### src/rtl/regfile_write_arbiter.sv
// Round-robin arbiter sharing the register file write port between an ALU (A)
// and a load (B) writeback source, with a CLEAR sequencer that zeroes every register.
module regfile_write_arbiter #(
  parameter int DATA_W = 8,
  parameter int ADDR_W = 3,
  parameter int NREGS  = 8
) (
  input  logic              CLK,
  input  logic              RESET,
  input  logic              A_VALID,
  input  logic [ADDR_W-1:0] A_ADDR,
  input  logic [DATA_W-1:0] A_DATA,
  output logic              A_READY,
  input  logic              B_VALID,
  input  logic [ADDR_W-1:0] B_ADDR,
  input  logic [DATA_W-1:0] B_DATA,
  output logic              B_READY,
  input  logic              CLEAR_REQ,
  output logic              CLEAR_BUSY,
  output logic              WRITE,
  output logic [ADDR_W-1:0] INADDRESS,
  output logic [DATA_W-1:0] WRDATA,
  output logic [1:0]        GRANT
);

  typedef enum logic {
    ST_ARB,
    ST_CLEAR
  } state_t;

  localparam logic [ADDR_W-1:0] LAST_REG = ADDR_W'(NREGS - 1);

  state_t            state;
  logic [ADDR_W-1:0] clr_cnt;
  logic              prefer_b;  // set once A has been granted, so B wins the next tie
  logic              a_ready;
  logic              b_ready;

  always_comb begin
    // NOTE: defaults first so every path assigns both readies and no latch is inferred.
    a_ready = 1'b0;
    b_ready = 1'b0;
    if (!RESET && state == ST_ARB && !CLEAR_REQ) begin
      if (A_VALID && (!B_VALID || !prefer_b)) begin
        a_ready = 1'b1;
      end else if (B_VALID) begin
        b_ready = 1'b1;
      end
    end
  end

  assign A_READY = a_ready;
  assign B_READY = b_ready;

  always_ff @(posedge CLK) begin
    if (RESET) begin
      state      <= ST_ARB;
      clr_cnt    <= '0;
      prefer_b   <= 1'b0;
      CLEAR_BUSY <= 1'b0;
      WRITE      <= 1'b0;
      INADDRESS  <= '0;
      WRDATA     <= '0;
      GRANT      <= 2'b00;
    end else begin
      case (state)
        ST_ARB: begin
          if (CLEAR_REQ) begin
            state      <= ST_CLEAR;
            clr_cnt    <= '0;
            CLEAR_BUSY <= 1'b1;
            WRITE      <= 1'b0;
            GRANT      <= 2'b00;
          end else if (a_ready) begin
            WRITE     <= 1'b1;
            INADDRESS <= A_ADDR;
            WRDATA    <= A_DATA;
            GRANT     <= 2'b01;
            prefer_b  <= 1'b1;
          end else if (b_ready) begin
            WRITE     <= 1'b1;
            INADDRESS <= B_ADDR;
            WRDATA    <= B_DATA;
            GRANT     <= 2'b10;
            prefer_b  <= 1'b0;
          end else begin
            // Idle: address and data hold so the register file inputs stay quiet.
            WRITE <= 1'b0;
            GRANT <= 2'b00;
          end
        end
        ST_CLEAR: begin
          WRITE     <= 1'b1;
          INADDRESS <= clr_cnt;
          WRDATA    <= '0;
          GRANT     <= 2'b00;
          if (clr_cnt == LAST_REG) begin
            state      <= ST_ARB;
            clr_cnt    <= '0;
            CLEAR_BUSY <= 1'b0;
          end else begin
            clr_cnt <= clr_cnt + 1'b1;
          end
        end
        default: begin
          state      <= ST_ARB;
          CLEAR_BUSY <= 1'b0;
          WRITE      <= 1'b0;
          GRANT      <= 2'b00;
        end
      endcase
    end
  end

endmodule

### config.mk
export PLATFORM = sky130hd
export DESIGN_NAME = regfile_write_arbiter
export DESIGN_NICKNAME = d
export VERILOG_FILES = /design/src/rtl/regfile_write_arbiter.sv
export SDC_FILE = /design/constraint.sdc
export NUM_CORES = 1
export LEC_CHECK = 0
export BUFFER_PORTS_ARGS = -buffer_cell sky130_fd_sc_hd__buf_2
export CAP_MARGIN = 10
export CORE_ASPECT_RATIO = 1.5
export CORE_MARGIN = 3
export CORE_UTILIZATION = 43
export DETAILED_ROUTE_END_ITERATION = 6
export PLACE_DENSITY = 0.76
export SLEW_MARGIN = 20
export SYNTH_ARGS = -nofsm -noshare
export SYNTH_HDL_FRONTEND = slang
export SYNTH_SLANG_ARGS = --single-unit
### constraint.sdc
create_clock -name CLK -period 4.1 [get_ports CLK]
set_clock_uncertainty 0.1 [all_clocks]
set_input_delay 0.205 -clock CLK [delete_from_list [all_inputs] [get_ports CLK]]
set_output_delay 0.205 -clock CLK [all_outputs]
set_load 0.02 [all_outputs]
; After elaboration in Yosys (flattened, before gate mapping)
; Index checks and enable logic that the tools add are counted.
[word_totals]
wordCells = 60
in_bits = 27
latch_bits = 0
mem_count = 0
register_bits = 20
ram_bits = 0
romBits = 0
[classes]
n_mul = 0
addsub = 1
n_eq_ne = 5
muxes = 32
order_cmp = 0
n_div = 0
shifts = 0
n_reduce_logical = 12
n_bitwise = 2
[op_table]
columns = op, count
row1 = 2-to-1 mux 8 bit, 3
row2 = one-hot mux 8 bit (2 select lines), 1
row3 = 2-to-1 mux 3 bit, 5
row4 = 2-to-1 mux 1 bit, 14
row5 = one-hot mux 3 bit (2 select lines), 2
row6 = 2-to-1 mux 2 bit, 3
row7 = one-hot mux 1 bit (2 select lines), 3
row8 = zero test 1 bit, 4
row9 = != test 2 bit (second input constant), 2
row10 = one-hot mux 2 bit (2 select lines), 1
row11 = AND reduction 2 bit, 2
row12 = adder 3 x 1 -> 3 bit (second input constant), 1
row13 = == test 3 bit (second input constant), 1
row14 = logical AND 1 bit, 3
row15 = != test 3 bit (second input constant), 1
row16 = AND reduction 3 bit, 1
row17 = != test 2 x 1 -> 1 bit (second input constant), 1
row18 = NOT 1 bit, 2
row19 = nonzero test 2 bit, 1
row20 = logical OR 1 bit, 1

; Longest topological paths before layout
[logic_depth]
depth_word = 9
depth_mapped = 5
mapped_depth_nobuf = 5

; Worst setup path after synthesis
; No wires, ideal clock.
[synth_timing]
kind = flip-flop to flip-flop
startpoint = reg prefer_b
endpoint = reg INADDRESS[0]
synth_period_minus_slack_ps = 1402
setup_ps = 128
path_slack_ps = 2698
stages_incl_launch_ff = 5
arrival_ps = 1174
required_time_ps = 3872
path_cell_list = dfxtp_1 a21boi_2 mux2_2 a222oi_1 nor2_1
[synth_between]
elab_chain_len = 8
elab_cells_between_ends = 12
cone_classes = eq/ne (1) / mux (7) / reduce/logical (4)
[synth_rtl]
columns = element, line
row1 = from (decl), 35  ; logic prefer_b;
row2 = from (signal assigned), 59  ; prefer_b <= 1'b0;
row3 = from (signal assigned), 79  ; prefer_b <= 1'b1;
row4 = from (signal assigned), 85  ; prefer_b <= 1'b0;
row5 = zero test 1 bit (*), 44  ; if (A_VALID && (!B_VALID || !prefer_b)) begin
row6 = logical OR 1 bit (*), 44
row7 = logical AND 1 bit (*), 44
row8 = 2-to-1 mux 1 bit, 44
row9 = 2-to-1 mux 1 bit, 43  ; if (!RESET && state == ST_ARB && !CLEAR_REQ) begin
row10 = 2-to-1 mux 3 bit, 74  ; end else if (a_ready) begin
row11 = 2-to-1 mux 3 bit, 68  ; if (CLEAR_REQ) begin
row12 = one-hot mux 3 bit (2 select lines), 66  ; case (state)
row13 = to (signal assigned), 94  ; INADDRESS <= clr_cnt;
row14 = to (decl), 21  ; output logic [ADDR_W-1:0] INADDRESS,
; Every way passes the cells marked *; elsewhere a longest branch is shown, timed or not. The select of a mux whose other input is x is not followed.
; A chain may end at the register's enable or synchronous reset.

; Worst setup path in the final report
[layout_timing]
startpoint = reg state
endpoint = out A_READY
[layout_between]
elab_chain_len = 4
[layout_rtl]
columns = element, line
row1 = from (decl), 33  ; state_t state;
row2 = from (signal assigned), 57  ; state <= ST_ARB;
row3 = from (signal assigned), 69  ; state <= ST_CLEAR;
row4 = from (signal assigned), 98  ; state <= ST_ARB;
row5 = NOT 1 bit (no source line), -
row6 = logical AND 1 bit (2 in series), 43
row7 = 2-to-1 mux 1 bit, 43
row8 = to (decl), 13  ; output logic A_READY,
; Every way passes these cells.

==> out/results.ini <==
[grt]
wire_length_of_the_first_global_routing_pass_um=3350
grt_usage_pct=16.8
grt_antenna_before_repair=0
grt_overflow_total=0
grt_pass1_vias=831
pin_count_of_the_biggest_net_entering_global_routing=21

[flow_run]
count_of_max_cap_constraint_violations=0

[synthesis]
synth_commonest_cells=20 x sky130_fd_sc_hd__dfxtp_1, 18 x sky130_fd_sc_hd__nand2_1, 11 x sky130_fd_sc_hd__a21oi_1, 11 x sky130_fd_sc_hd__nor2_1, 8 x sky130_fd_sc_hd__a311oi_1
synthAdderAreaFrac_pct=4.18
synth.cell_area_sq_um=897
ys_ff_latch=20
synth_top_family_by_area=compound AO/OA/AOI/OAI gates
synth_nets=130
number_of_enable_flip_flop_cells_after_synthesis=0
post_synthesis_cell_count=100
synth_flop_cell=sky130_fd_sc_hd__dfxtp_1
yosysUniqueCellTypes=24
post_synth_mux_area_share_pct=3.77
synthDominantCellAreaShare_pct=44.6
yosys-top-cells-area=sky130_fd_sc_hd__dfxtp_1 45%, sky130_fd_sc_hd__a311oi_1 7.8%, sky130_fd_sc_hd__nand2_1 7.5%
yosysSeqAreaShare_pct=44.6
post-synth-top-area-cell=sky130_fd_sc_hd__dfxtp_1
post_synth_and_or_nand_nor_area_fraction_pct=20.1
synth_compound_gate_area_share_pct=21.6
synth-async-reset-ratio_pct=0
yosys_warnings=0
post-synth-top-count-cell=sky130_fd_sc_hd__dfxtp_1
syn-mean-instance-area_sq_um=8.97
yosys.area_share.xor_xnor_pct=0

[worst_setup_path]
critical-path-slowest-cell=sky130_fd_sc_hd__dfxtp_1
timing.rr.start=state
timing.critical_path.buf_inv=2
critical_path.max_fanout=14
critical_path_class=flop to output port
worst_setup_path_start_kind=flop
r2r-end=WRDATA[7]
critical_path.top_delay_family=flip-flops
cell_breakdown_of_the_critical_path=nor3_4, nand2_1, clkinv_1, buf_2
crit_path_max_incr_delay_ns=0.63
crit_path_end_kind=output port
critPathRequiredTime_ns=3.80
rr_worst_depth=5
endpoint_arrival_time_on_the_critical_path_ns=1.87
r2r_setup_slack_ns=2.30

[worst_hold_path]
holdCritPathClass=input port to flop
hold_path_stages=3
hp-start=B_DATA[1]
hold_path_end=WRDATA[1]

[clock_network]
clkLatencyLatePin_ns=0.29
clock_sink_count=20
cts_max_level=1
cts_setup_buffers=0
clock_tree.buffer_depth=2
cts-buffers-inserted=3
clock_edge_transition_at_the_registers_on_the_reported_setup_and_hold_paths_ns=0.10
ctsRootBufferMaster=sky130_fd_sc_hd__clkbuf_4
clock_tree_from_tritoncts=built
cts.repair.resized=0
cts.hold.buffers_added=0

[drt]
routed_via_count=894
post_drt_via_cell_ratio=5.55
antenna_left=0
detail_route.wl_per_cell_um=13.1
drt_pass1_iterations=5
detail_route.wirelength_um=2110
post-route-drc-count=0
drt_iter0_markers=36

[pwr]
power_density_mw_per_mm2=327
worst_ir_drop_vdd_uv=231
leakagePower_uw=0.000545
finalPower_uw=367

[layout]
layout.filler_cells=182
antenna_cells=0
post_route_cells_drive_above_1_share_pct=37.1
num-nets-final=172
flow.area_growth_from_synthesis_pct=25.0

[floorplanning]
fp.coreArea_sq_mm=0.00190
die_h_um=61.9
die_area_sq_mm=0.00268
pin_count=44
number_of_cell_rows=19
die_w_um=43.3
floorplan.initialDensity_pct=47.2

[sta]
final_min_period_over_clock_period_pct=53.0
worstMarginPinSlew_ns=0.481
final-max-slew-violation-count=0
finalHoldViolCount=0
maxSlewHeadroom_pct=67.9
clock.fmax_mhz=460
grt_setup_unrepaired=no
setup_viol_count_final=0
finalSetupTns_ns=0
period_needed_ns=2.17

[placed_design]
routabilityCongestion=0.810
portBuffers=43
hpwl_um=1600

[run_status]
outcome=complete, no violations

-- metal layers --
| metal | global-route usage (%) | share of wire, % |
|---|---|---|
| met1 | 16.7 | 39 |
| met2 | 28.8 | 49 |
| met3 | 6.34 | 10 |
| met4 | 11.6 | 2.0 |
| met5 | 0 | 0 |
-- registers in the layout, indices dropped and copies added (netlist names) --
signal and flops:
WRDATA 8, INADDRESS 3, clr_cnt 3, GRANT 2, CLEAR_BUSY 1, WRITE 1, prefer_b 1, state 1
-- layout by cell type (no fill, tap or decap) --
cell                       netlist  routed
sky130_fd_sc_hd__a211oi_1        1       1
sky130_fd_sc_hd__a21boi_2        1       1
sky130_fd_sc_hd__a21oi_1        11      11
sky130_fd_sc_hd__a222oi_1        3       3
sky130_fd_sc_hd__a22oi_1         2       2
sky130_fd_sc_hd__a311oi_1        8       8
sky130_fd_sc_hd__and2_4          1       1
sky130_fd_sc_hd__and3_1          2       2
sky130_fd_sc_hd__buf_2           2      43
sky130_fd_sc_hd__clkbuf_4        0       3
sky130_fd_sc_hd__clkinv_1        2       2
sky130_fd_sc_hd__dfxtp_1        20      20
sky130_fd_sc_hd__ha_1            3       3
sky130_fd_sc_hd__inv_1           1       1
sky130_fd_sc_hd__mux2_2          3       3
sky130_fd_sc_hd__nand2_1        18      18
sky130_fd_sc_hd__nand2b_1        2       2
sky130_fd_sc_hd__nor2_1         11      11
sky130_fd_sc_hd__nor3_4          1       1
sky130_fd_sc_hd__nor3b_1         2       2
sky130_fd_sc_hd__o21ai_0         1       1
sky130_fd_sc_hd__or2_0           1       1
-- final cells by class --
type	instances	area [sq um]	share of cell area [%]
Multi-Input combinational cell	71	445	39.7
Tap cell	21	26.3	2.34
Clock buffer	3	22.5	2.01
Timing Repair Buffer	43	215	19.2
Inverter	3	11.3	1.00
Sequential cell	20	400	35.7
-- per-stage QoR --
step | cell area [sq um] | hold slack, ns | util (%) | setup WS (ns) | instances
3_3_place_gp | 1100 | 0.378 | 57.8 | 2.33 | 158
4_1_cts | 1120 | 0.0657 | 58.9 | 1.93 | 161
6_report | 1120 | 0.0711 | 58.9 | 1.93 | 161
5_1_grt | 1120 | 0.0495 | 58.9 | 1.75 | 161
3_5_place_dp | 1100 | 0.385 | 57.8 | 2.26 | 158
2_1_floorplan | 897 | 0.251 | - | 2.70 | 100
-- worst reg2reg max path, stage by stage (launching register included) --
cell                       delay [ns]
sky130_fd_sc_hd__dfxtp_1         0.63
sky130_fd_sc_hd__nor3_4          0.10
sky130_fd_sc_hd__nand2_1         0.29
sky130_fd_sc_hd__clkinv_1        0.31
sky130_fd_sc_hd__nand2_1         0.15
sky130_fd_sc_hd__a311oi_1        0.10
-- power by group --
| part | switching (uW) | internal (uW) | leakage, uW | total [uW] |
|---|---|---|---|---|
| logic | 38.2 | 28.5 | 0.000367 | 66.7 |
| registers | 7.21 | 204 | 0.000164 | 211 |
| clock network | 54.9 | 34.2 | 0.0000138 | 89.1 |
-- kinds of logic (layout without fill, tap and decap cells) --
| group | Yosys count | in the layout |
|---|---|---|
| compound gates | 27 | 27 |
| fa+ha+maj | 3 | 3 |
| buf+inv | 9 | 49 |
| flops | 20 | 20 |
| mux | 3 | 3 |
| simple gates | 38 | 38 |
-- worst max path at each step --
stage	from	endpoint	slack (ns)	cells past startpoint
final	state	A_READY	1.93	4
after floorplan	prefer_b	INADDRESS[0]	2.70	4
after global placement	state	A_READY	2.33	4
after detailed placement	state	A_READY	2.26	4
after global routing	state	A_READY	1.75	4
after CTS	state	A_READY	1.93	4
Power figures use the tool's default switching activity.
